===== config.mk =====
export PLATFORM = sky130hd
export DESIGN_NAME = rs_sched_queue
export DESIGN_NICKNAME = d
export VERILOG_FILES = /design/src/rtl/rs_sched_queue.sv
export SDC_FILE = /design/constraint.sdc
export NUM_CORES = 2
export LEC_CHECK = 0
export ABC_AREA = 1
export CELL_PAD_IN_SITES_DETAIL_PLACEMENT = 0
export CELL_PAD_IN_SITES_GLOBAL_PLACEMENT = 1
export CORE_MARGIN = 5
export CORE_UTILIZATION = 35
export CTS_BUF_LIST = sky130_fd_sc_hd__clkbuf_4 sky130_fd_sc_hd__clkbuf_8 sky130_fd_sc_hd__clkbuf_16
export CTS_CLUSTER_SIZE = 10
export DETAILED_ROUTE_END_ITERATION = 10
export GPL_ROUTABILITY_DRIVEN = 0
export PLACE_DENSITY_LB_ADDON = 0.3
export SLEW_MARGIN = 40
export SYNTH_ARGS = -nofsm -noshare
export SYNTH_HDL_FRONTEND = slang
export SYNTH_SLANG_ARGS = --single-unit

===== constraint.sdc =====
create_clock -name clk -period 29.3 [get_ports clk]
set_input_delay 2.93 -clock clk [delete_from_list [all_inputs] [get_ports clk]]
set_output_delay 2.93 -clock clk [all_outputs]
set_load 0.005 [all_outputs]

===== src/rtl/rs_sched_queue.sv =====
// ============================================================================
// Module   : rs_sched_queue
// Purpose  : Per-FU reservation-station queue. It takes dispatch packets and
//            holds each one until every bit of its dependency mask has been
//            cleared by wakeup broadcasts. It then issues the oldest ready
//            entry to its functional unit with a valid/ready handshake.
// Ports    : clk, rst            - clock, asynchronous active-high reset
//            flush_i             - synchronous invalidate of all entries
//            disp_valid_i/_ready_o, disp_pkt_i, disp_dep_mask_i, disp_slot_o
//                                - dispatch side; disp_slot_o is the slot a
//                                  dispatch in this cycle fills
//            wk_valid_i, wk_slot_i - per-FU wakeup of one local slot
//                                  (FU0 in the LSBs)
//            iss_valid_o/iss_ready_i, iss_pkt_o, iss_slot_o - issue side
//            occupancy_o         - number of valid entries
// Revision : 1.0 - initial release
// ============================================================================
`default_nettype none

package core_pkg;
    typedef struct packed {
        logic [6:0]  opcode;
        logic [4:0]  rd;
        logic [4:0]  rs1;
        logic [4:0]  rs2;
        logic [31:0] imm;
        logic [5:0]  rob_tag;
    } disp_packet_t;

    localparam int unsigned C_PKT_W = $bits(disp_packet_t);
endpackage

module rs_sched_queue #(
    parameter int unsigned RS_ENTRIES = 8,
    parameter int unsigned NUM_FUS    = 2,
    parameter int unsigned FU_ID      = 0
) (
    input  logic                                 clk,
    input  logic                                 rst,
    input  logic                                 flush_i,
    input  logic                                 disp_valid_i,
    output logic                                 disp_ready_o,
    input  logic [core_pkg::C_PKT_W-1:0]         disp_pkt_i,
    input  logic [RS_ENTRIES*NUM_FUS-1:0]        disp_dep_mask_i,
    output logic [$clog2(RS_ENTRIES)-1:0]        disp_slot_o,
    input  logic [NUM_FUS-1:0]                   wk_valid_i,
    input  logic [NUM_FUS*$clog2(RS_ENTRIES)-1:0] wk_slot_i,
    output logic                                 iss_valid_o,
    input  logic                                 iss_ready_i,
    output logic [core_pkg::C_PKT_W-1:0]         iss_pkt_o,
    output logic [$clog2(RS_ENTRIES)-1:0]        iss_slot_o,
    output logic [$clog2(RS_ENTRIES):0]          occupancy_o
);

    localparam int unsigned c_IDX_W = $clog2(RS_ENTRIES);
    localparam int unsigned c_GLB_W = RS_ENTRIES * NUM_FUS;
    localparam int unsigned c_PKT_W = core_pkg::C_PKT_W;
    localparam logic [c_IDX_W:0] c_OCC_ONE = {{c_IDX_W{1'b0}}, 1'b1};

    // Elaboration-time parameter sanity checks.
    if (RS_ENTRIES < 2 || (RS_ENTRIES & (RS_ENTRIES - 1)) != 0) begin : g_bad_entries
        $error("rs_sched_queue: RS_ENTRIES must be a power of two >= 2");
    end
    if (FU_ID >= NUM_FUS) begin : g_bad_fu_id
        $error("rs_sched_queue: FU_ID must be below NUM_FUS");
    end

    // ------------------------------------------------------------------------
    // State
    // ------------------------------------------------------------------------
    logic [RS_ENTRIES-1:0] valid_q, valid_d;
    logic [c_PKT_W-1:0]    pkt_q  [RS_ENTRIES];
    logic [c_PKT_W-1:0]    pkt_d  [RS_ENTRIES];
    logic [c_GLB_W-1:0]    mask_q [RS_ENTRIES];
    logic [c_GLB_W-1:0]    mask_d [RS_ENTRIES];
    // age_q[i][j] = 1 means slot i is older than slot j.
    logic [RS_ENTRIES-1:0] age_q  [RS_ENTRIES];
    logic [RS_ENTRIES-1:0] age_d  [RS_ENTRIES];
    logic [c_IDX_W:0]      occ_q, occ_d;

    // ------------------------------------------------------------------------
    // Combinational decode
    // ------------------------------------------------------------------------
    logic [c_GLB_W-1:0]    w_wake_clr;
    logic                  w_any_free;
    logic [c_IDX_W-1:0]    w_free_slot;
    logic [RS_ENTRIES-1:0] w_ready;
    logic [RS_ENTRIES-1:0] w_sel_oh;
    logic [c_IDX_W-1:0]    w_sel_slot;
    logic [c_PKT_W-1:0]    w_sel_pkt;
    logic                  w_disp_fire;
    logic                  w_iss_fire;

    // Global dependency bits cleared by this cycle's wakeups.
    always_comb begin
        w_wake_clr = '0;
        for (int f = 0; f < int'(NUM_FUS); f++) begin
            if (wk_valid_i[f]) begin
                w_wake_clr[f * int'(RS_ENTRIES) + int'(wk_slot_i[f*c_IDX_W +: c_IDX_W])] = 1'b1;
            end
        end
    end

    // Lowest-index free slot; scanning downwards leaves the lowest one last.
    always_comb begin
        w_free_slot = '0;
        for (int i = int'(RS_ENTRIES) - 1; i >= 0; i--) begin
            if (!valid_q[i]) begin
                w_free_slot = c_IDX_W'(i);
            end
        end
    end

    assign w_any_free = ~&valid_q;

    // Readiness uses only the registered mask, so a wakeup takes effect
    // one cycle after its edge.
    always_comb begin
        w_ready = '0;
        for (int i = 0; i < int'(RS_ENTRIES); i++) begin
            w_ready[i] = valid_q[i] && (mask_q[i] == '0);
        end
    end

    // An entry wins when no other ready entry is older than it. The age
    // matrix is a total order over valid entries, so at most one bit is set.
    always_comb begin
        w_sel_oh = '0;
        for (int i = 0; i < int'(RS_ENTRIES); i++) begin
            w_sel_oh[i] = w_ready[i];
            for (int j = 0; j < int'(RS_ENTRIES); j++) begin
                if (j != i && w_ready[j] && age_q[j][i]) begin
                    w_sel_oh[i] = 1'b0;
                end
            end
        end
    end

    // One-hot to slot/packet via OR-reduction; both are zero when idle.
    always_comb begin
        w_sel_slot = '0;
        w_sel_pkt  = '0;
        for (int i = 0; i < int'(RS_ENTRIES); i++) begin
            if (w_sel_oh[i]) begin
                w_sel_slot = w_sel_slot | c_IDX_W'(i);
                w_sel_pkt  = w_sel_pkt | pkt_q[i];
            end
        end
    end

    assign w_disp_fire = disp_valid_i && w_any_free;
    assign w_iss_fire  = (|w_ready) && iss_ready_i;

    // ------------------------------------------------------------------------
    // Next state
    // ------------------------------------------------------------------------
    always_comb begin
        valid_d = valid_q;
        occ_d   = occ_q;
        for (int i = 0; i < int'(RS_ENTRIES); i++) begin
            pkt_d[i]  = pkt_q[i];
            mask_d[i] = mask_q[i] & ~w_wake_clr;
            age_d[i]  = age_q[i];
        end

        if (w_iss_fire) begin
            valid_d = valid_d & ~w_sel_oh;
            for (int i = 0; i < int'(RS_ENTRIES); i++) begin
                if (w_sel_oh[i]) begin
                    age_d[i] = '0;
                end
                age_d[i] = age_d[i] & ~w_sel_oh;
            end
        end

        if (w_disp_fire) begin
            valid_d[w_free_slot] = 1'b1;
            pkt_d[w_free_slot]   = disp_pkt_i;
            // Same-cycle wakeups also apply to the incoming mask.
            mask_d[w_free_slot]  = disp_dep_mask_i & ~w_wake_clr;
            // Every entry that survives this edge is older than the new one.
            for (int i = 0; i < int'(RS_ENTRIES); i++) begin
                age_d[i][w_free_slot] = valid_q[i] && !(w_iss_fire && w_sel_oh[i]);
            end
            age_d[w_free_slot] = '0;
        end

        if (w_disp_fire && !w_iss_fire) begin
            occ_d = occ_q + c_OCC_ONE;
        end else if (!w_disp_fire && w_iss_fire) begin
            occ_d = occ_q - c_OCC_ONE;
        end

        if (flush_i) begin
            valid_d = '0;
            occ_d   = '0;
            for (int i = 0; i < int'(RS_ENTRIES); i++) begin
                mask_d[i] = '0;
                age_d[i]  = '0;
            end
        end
    end

    always_ff @(posedge clk or posedge rst) begin
        if (rst) begin
            valid_q <= '0;
            occ_q   <= '0;
            for (int i = 0; i < int'(RS_ENTRIES); i++) begin
                pkt_q[i]  <= '0;
                mask_q[i] <= '0;
                age_q[i]  <= '0;
            end
        end else begin
            valid_q <= valid_d;
            occ_q   <= occ_d;
            for (int i = 0; i < int'(RS_ENTRIES); i++) begin
                pkt_q[i]  <= pkt_d[i];
                mask_q[i] <= mask_d[i];
                age_q[i]  <= age_d[i];
            end
        end
    end

    // ------------------------------------------------------------------------
    // Outputs
    // ------------------------------------------------------------------------
    assign disp_ready_o = w_any_free;
    assign disp_slot_o  = w_free_slot;
    assign iss_valid_o  = |w_ready;
    assign iss_slot_o   = w_sel_slot;
    assign iss_pkt_o    = w_sel_pkt;
    assign occupancy_o  = occ_q;

endmodule

`default_nettype wire


======== Word level (Yosys, flattened, before mapping) ========
Index checks and enable logic that the tools add are counted.
cells by class
  $lt $le $gt $ge ......................... 8
  add/subtract/negate cells ............... 3
  mux-type cells .......................... 130
  reduce and logical (&&, ||, !) cells .... 110
  bitwise logic cells ..................... 32
operators by type and width
  cell                         count
  two-way mux 60 bit           9
  bitwise mux 480 bit          1
  OR 60 bit                    7
  two-way mux 128 bit          2
  two-way mux 64 bit           3
  demux 60 bit (select 3 bit)  1
  two-way mux 8 bit            21
  bitwise AND 16 bit           9
  bitwise mux 128 bit          1
  logical NOT 16 bit           8
  logical AND 1 bit            88
  bitwise AND 8 bit            9
  bitwise AND 64 bit           1
  bitwise mux 8 bit            8
  inverter 64 bit              1
  two-way mux 1 bit            60
  demux 16 bit (select 3 bit)  1
  two-way mux 3 bit            12
  two-way mux 16 bit           2
  demux 8 bit (select 3 bit)   1
  inverter 16 bit              1
  OR 16 bit                    1
  two-way mux 4 bit            3
  logical NOT 1 bit            11
  other kinds (19)             22
word-level totals
  bits in registers ....................... 684
  word-level logic and storage cells ...... 309
  output and inout bits ................... 72
  input port bits ......................... 89

======== Logic depth before layout (Yosys ltp) ========
  depth in word-level cells ............... 25
  gate-level depth with buffers ........... 19
  gate-level depth less buffers ........... 18

======== Worst setup path before layout ========
Ideal clock, no wire load.
  path type ............................... reg-to-output
  start point ............................. register mask_q[21] (netlist name)
  end point ............................... output iss_pkt_o[11] (netlist name)
  path slack .............................. 24.590 ns
  stages on the path, launching flop included .. 14
  data required time ...................... 26.370 ns
  data arrival time ....................... 1.780 ns
  path through ............................ dfrtp_1 -> nor2_1 -> nand3_1 -> nor2_1 -> nand2_1 -> clkinv_1 -> nand2_1 -> nor2_1 -> nand2_1 -> buf_4 -> buf_6 -> o22ai_1 -> nor2_1 -> nand2_1
on the way
  cells in the longest elaborated chain, start to end .. 20
  elaborated cells between the ends (all ways) .. 44
  classes of those cells .................. mux (28); bitwise (7); reduce/logical (9)
RTL lines
  item                             line  RTL
  start, declared                  74    logic [c_GLB_W-1:0] mask_q [RS_ENTRIES];
  start signal, assigned by index  218   mask_q[i] <= mask_d[i];
  logical NOT 16 bit (*)           121   w_ready[i] = valid_q[i] && (mask_q[i] == '0);
  logical AND 1 bit (*)            121
  logical AND 1 bit                132   if (j != i && w_ready[j] && age_q[j][i]) begin
  two-way mux 1 bit (2 in a row)   132
  two-way mux 60 bit               144   if (w_sel_oh[i]) begin
  OR 60 bit                        146   w_sel_pkt = w_sel_pkt | pkt_q[i];
  two-way mux 60 bit               144
  OR 60 bit                        146
  (+3 left out)                    n/a
  OR 60 bit                        146
  two-way mux 60 bit               144
  OR 60 bit                        146
  two-way mux 60 bit               144
  OR 60 bit                        146
  two-way mux 60 bit               144
  OR 60 bit                        146
  two-way mux 60 bit (*)           144
  end, declared                    50    output logic [core_pkg::C_PKT_W-1:0] iss_pkt_o,
Mark *: on every way between the ends. The rest lies on a longest branch, timed or not.

======== Worst setup path after layout ========
  start point ............................. register valid_q[3]
  end point ............................... output iss_pkt_o[59] (netlist name)
on the way
  cells in the longest elaborated chain, start to end .. 22
  elaborated cells between the ends (all ways) .. 61
  classes of those cells .................. mux (46); bitwise (7); reduce/logical (8)
RTL lines
  item                            line  RTL
  start, declared                 71    logic [RS_ENTRIES-1:0] valid_q, valid_d;
  start signal, assigned          214   valid_q <= valid_d;
  logical AND 1 bit (*)           121
  logical AND 1 bit               132
  two-way mux 1 bit (5 in a row)  132
  two-way mux 60 bit              144
  OR 60 bit                       146
  two-way mux 60 bit              144
  OR 60 bit                       146
  two-way mux 60 bit              144
  (+2 left out)                   n/a
  OR 60 bit                       146
  two-way mux 60 bit              144
  OR 60 bit                       146
  two-way mux 60 bit              144
  OR 60 bit                       146
  two-way mux 60 bit              144
  OR 60 bit                       146
  two-way mux 60 bit (*)          144
Marked as above.

==> flow_metrics.tcl <==
set metrics [dict create \
    switchingPower_uw 588 \
    port_buffers 160 \
    path_buf_inv 4 \
    wl_per_cell_um 19.1 \
    cts_resized 0 \
    switching_share 0.261 \
    die_h_um 311 \
    pwr-share-clk 0.435 \
    yosysSeqAreaShare 0.533 \
    post_cts_buffers 0 \
    start_util 0.353 \
    final.setup.tns_ns 0 \
    grt_pass1_wl_um 159000 \
    crit_top_cell "nand2_1" \
    antenna_found_initial 2 \
    synth_area_leaders "dfrtp_1 53%, nand2_1 16%, o21ai_0 6.9%, nor2_1 5.2%, inv_1 4.1%" \
    synth_area_per_cell_sq_um 7.75 \
    critPathCaptureType "output pin" \
    met3_length_um 6060 \
    clkSinkCount 676 \
    drv_slew 0 \
    synth-xor-area-share 0.000276 \
    final_common_cell "nand2_1" \
    firstDrtPassIters 5 \
    clk_path_buf_depth 3 \
    die_w_um 311 \
    synth_top_family_by_area "simple AND/OR/NAND/NOR gates" \
    max_slew.worst_pin.slew_ns 0.864 \
    path_clk_slew_ns 0.05 \
    p_per_area_nw_per_um2 61.1 \
    wl_um 103000 \
    boundaryPins 161 \
    synth-edff-count 0 \
    num_rows 110 \
    synth_fa_ha_area_frac 0.00142 \
    met1_length_um 47700 \
    status "finished, final reports clean" \
    max_stage_delay_ns 0.59 \
    synth-seq-cells 676 \
    hold_class "reg2reg" \
    synth_compound_area_frac 0.147 \
    pwr-share-seq 0.469 \
    met2_length_um 46600 \
    fmax_mhz 137 \
    grt_use_total 0.209 \
    insertion_delay_ns 0.64 \
    cp.required_ns 26.37 \
    cts_inserted_buffers 83 \
    setup_ws_ns 21.98 \
    fin_skew_ns 0.0325 \
    drive_gt1_frac 0.0596 \
    ys.flop_type "dfrtp_1" \
    grt_max_degree 98 \
    n_antenna_cell 0 \
    yosysUniqueCellTypes 36 \
    crit_type "reg2out" \
    gr-total-overflow 0 \
    layout.nets 4265 \
    crit_path_cell_trace "inv_2, nor2_2, nand3_1, nor2_2, nand3_1, nand2_1, nor2_1, nand2_4, buf_4, inv_2, nand2_1, nand2_1, nor2_1, nand2_1, clkdlybuf4s50_1" \
    cp_max_fo 31 \
    die_area_sq_um 96800 \
    final_cell_mix "1355 x nand2_1, 676 x dfrtp_1, 439 x nor2_1, 439 x o21ai_0, 349 x inv_1" \
    muxShareOfSynthArea 0 \
    critPathTopFamily "simple AND/OR/NAND/NOR gates" \
    highest_layer "met5" \
    drtIter0Drc 2514 \
    final_cells 5390 \
    leakagePower_uw 0.0177 \
    detail-route-antenna-nets 0 \
    placed_cells 5264 \
    synth.top_cell.area_share 0.533 \
    dp_hpwl_um 62300 \
    grt_pass1_vias 26100 \
    area_delta_synth_final_pct 16.1 \
    synth_nets 4186 \
    irDropWorstVdd_mv 0.0454 \
    slew_headroom 0.423 \
    dr_total_vias 26800 \
    hold_viol 0 \
    arrival_ns 4.39 \
    remaining_drc_errors 0 \
    h-tree-depth 3 \
    syn_area_sq_um 31700 \
    whs_ns 0.479 \
    fin_crit_sh 0.250 \
    period_needed_ns 7.32 \
    cts_hold_buffers 0 \
    pre_cts_slack_ns 22.61 \
    cts_tree "done" \
    ys.warnings.count 0 \
    rsz0062_at_grt "false" \
    cp-start-kind "flip-flop" \
    synthCells 4094 \
    synth.largest_area_cell "dfrtp_1" \
    core-area_sq_um 90000 \
    power_frac_comb 0.096 \
    cap_viol_max_count 0 \
    synth_async_sr_flop_share 1.00 \
    root_buffer "clkbuf_16" \
    vias_per_cell 4.98 \
    setup_viol 0 \
    crit_slowest_cell "buf_4" \
    yosys.area_share.simple 0.242 \
    internal-power_uw 1660 \
]
stage by stage:
| step | util | area [sq um] | power [uW] |
|---|---|---|---|
| 3_3_place_gp | 0.380 | 34200 | 1280 |
| 3_5_place_dp | 0.381 | 34300 | 1290 |
| 4_1_cts | 0.409 | 36800 | 2280 |
| 5_1_grt | 0.409 | 36900 | 2350 |
| 6_report | 0.409 | 36900 | 2250 |
| 2_1_floorplan | - | 31700 | 1200 |
synthesized netlist by cell type, drive strengths merged (2+ instances only):
library cell,instances
nand2,1370
dfrtp,676
o21ai,619
nor2,463
inv,379
a21oi,142
buf,131
nand3,92
clkbuf,72
a211oi,41
a221oi,32
o22ai,31
nand4,26
clkinv,10
ha,2
nand3b,2
power groups by stage:
| stage | registers [uW] | clock network, uW | logic (uW) |
|---|---|---|---|
| floorplan | 1060 | 0 | 140 |
| global placement | 1070 | 0 | 214 |
| detailed placement | 1070 | 0 | 219 |
| CTS | 1050 | 1000 | 220 |
| global route | 1060 | 1040 | 248 |
| finish | 1060 | 980 | 216 |
state kept, by name, summed over array words and instances (netlist names):
signal / flops
age_q: 56
occupancy_o: 4
mask_q: 128
valid_q: 8
pkt_q: 480
final timing paths:
kind / end / slack [ns] / cells after the start / start
setup / recovery: iss_pkt_o[59] / 21.98 / 15 / valid_q[3]$_DFF_PP0_
hold / removal: pkt_q[178]$_DFFE_PP0P_ / 0.48 / 2 / pkt_q[178]$_DFFE_PP0P_
setup reg to reg: age_q[8]$_DFF_PP0_ / 25.27 / 12 / valid_q[3]$_DFF_PP0_
hold reg to reg: pkt_q[178]$_DFFE_PP0P_ / 0.48 / 2 / pkt_q[178]$_DFFE_PP0P_
max in group asynchronous: pkt_q[266]$_DFFE_PP0P_ / 24.14 / 5 / rst
min in group asynchronous: pkt_q[414]$_DFFE_PP0P_ / 2.81 / 2 / rst
kinds of logic (layout without fill, tap and decap cells):
logic type,after synthesis,after routing
AND/OR/NAND/NOR,1955,1955
AO/OA/AOI/OAI,867,867
flip-flops,676,676
buffers and inverters,592,712
adder cells (fa/ha/maj),3,3
XOR/XNOR,1,1
metal layers:
layer	global-route usage	up-vias
li1	-	13200
met1	0.296	12800
met2	0.334	727
met3	0.0375	159
met4	0.0538	2
met5	0	-
final cells by class:
type                    instances  area [sq um]
clock buffers                 114          2350
clock inverters                12           203
fillers                      9442         53200
inverters                     389          1480
multi-input cells            2826         12500
flip-flops and latches        676         16900
well taps                    1176          1470
repair buffers                197          1960
worst min-delay path: cells and delay by family, from the launching register on:
family           cells  cell delay, ns
AO/OA/AOI/OAI        1            0.06
flip-flops           1            0.34
AND/OR/NAND/NOR      1            0.05
No activity file was read; power rests on OpenSTA's default activity.
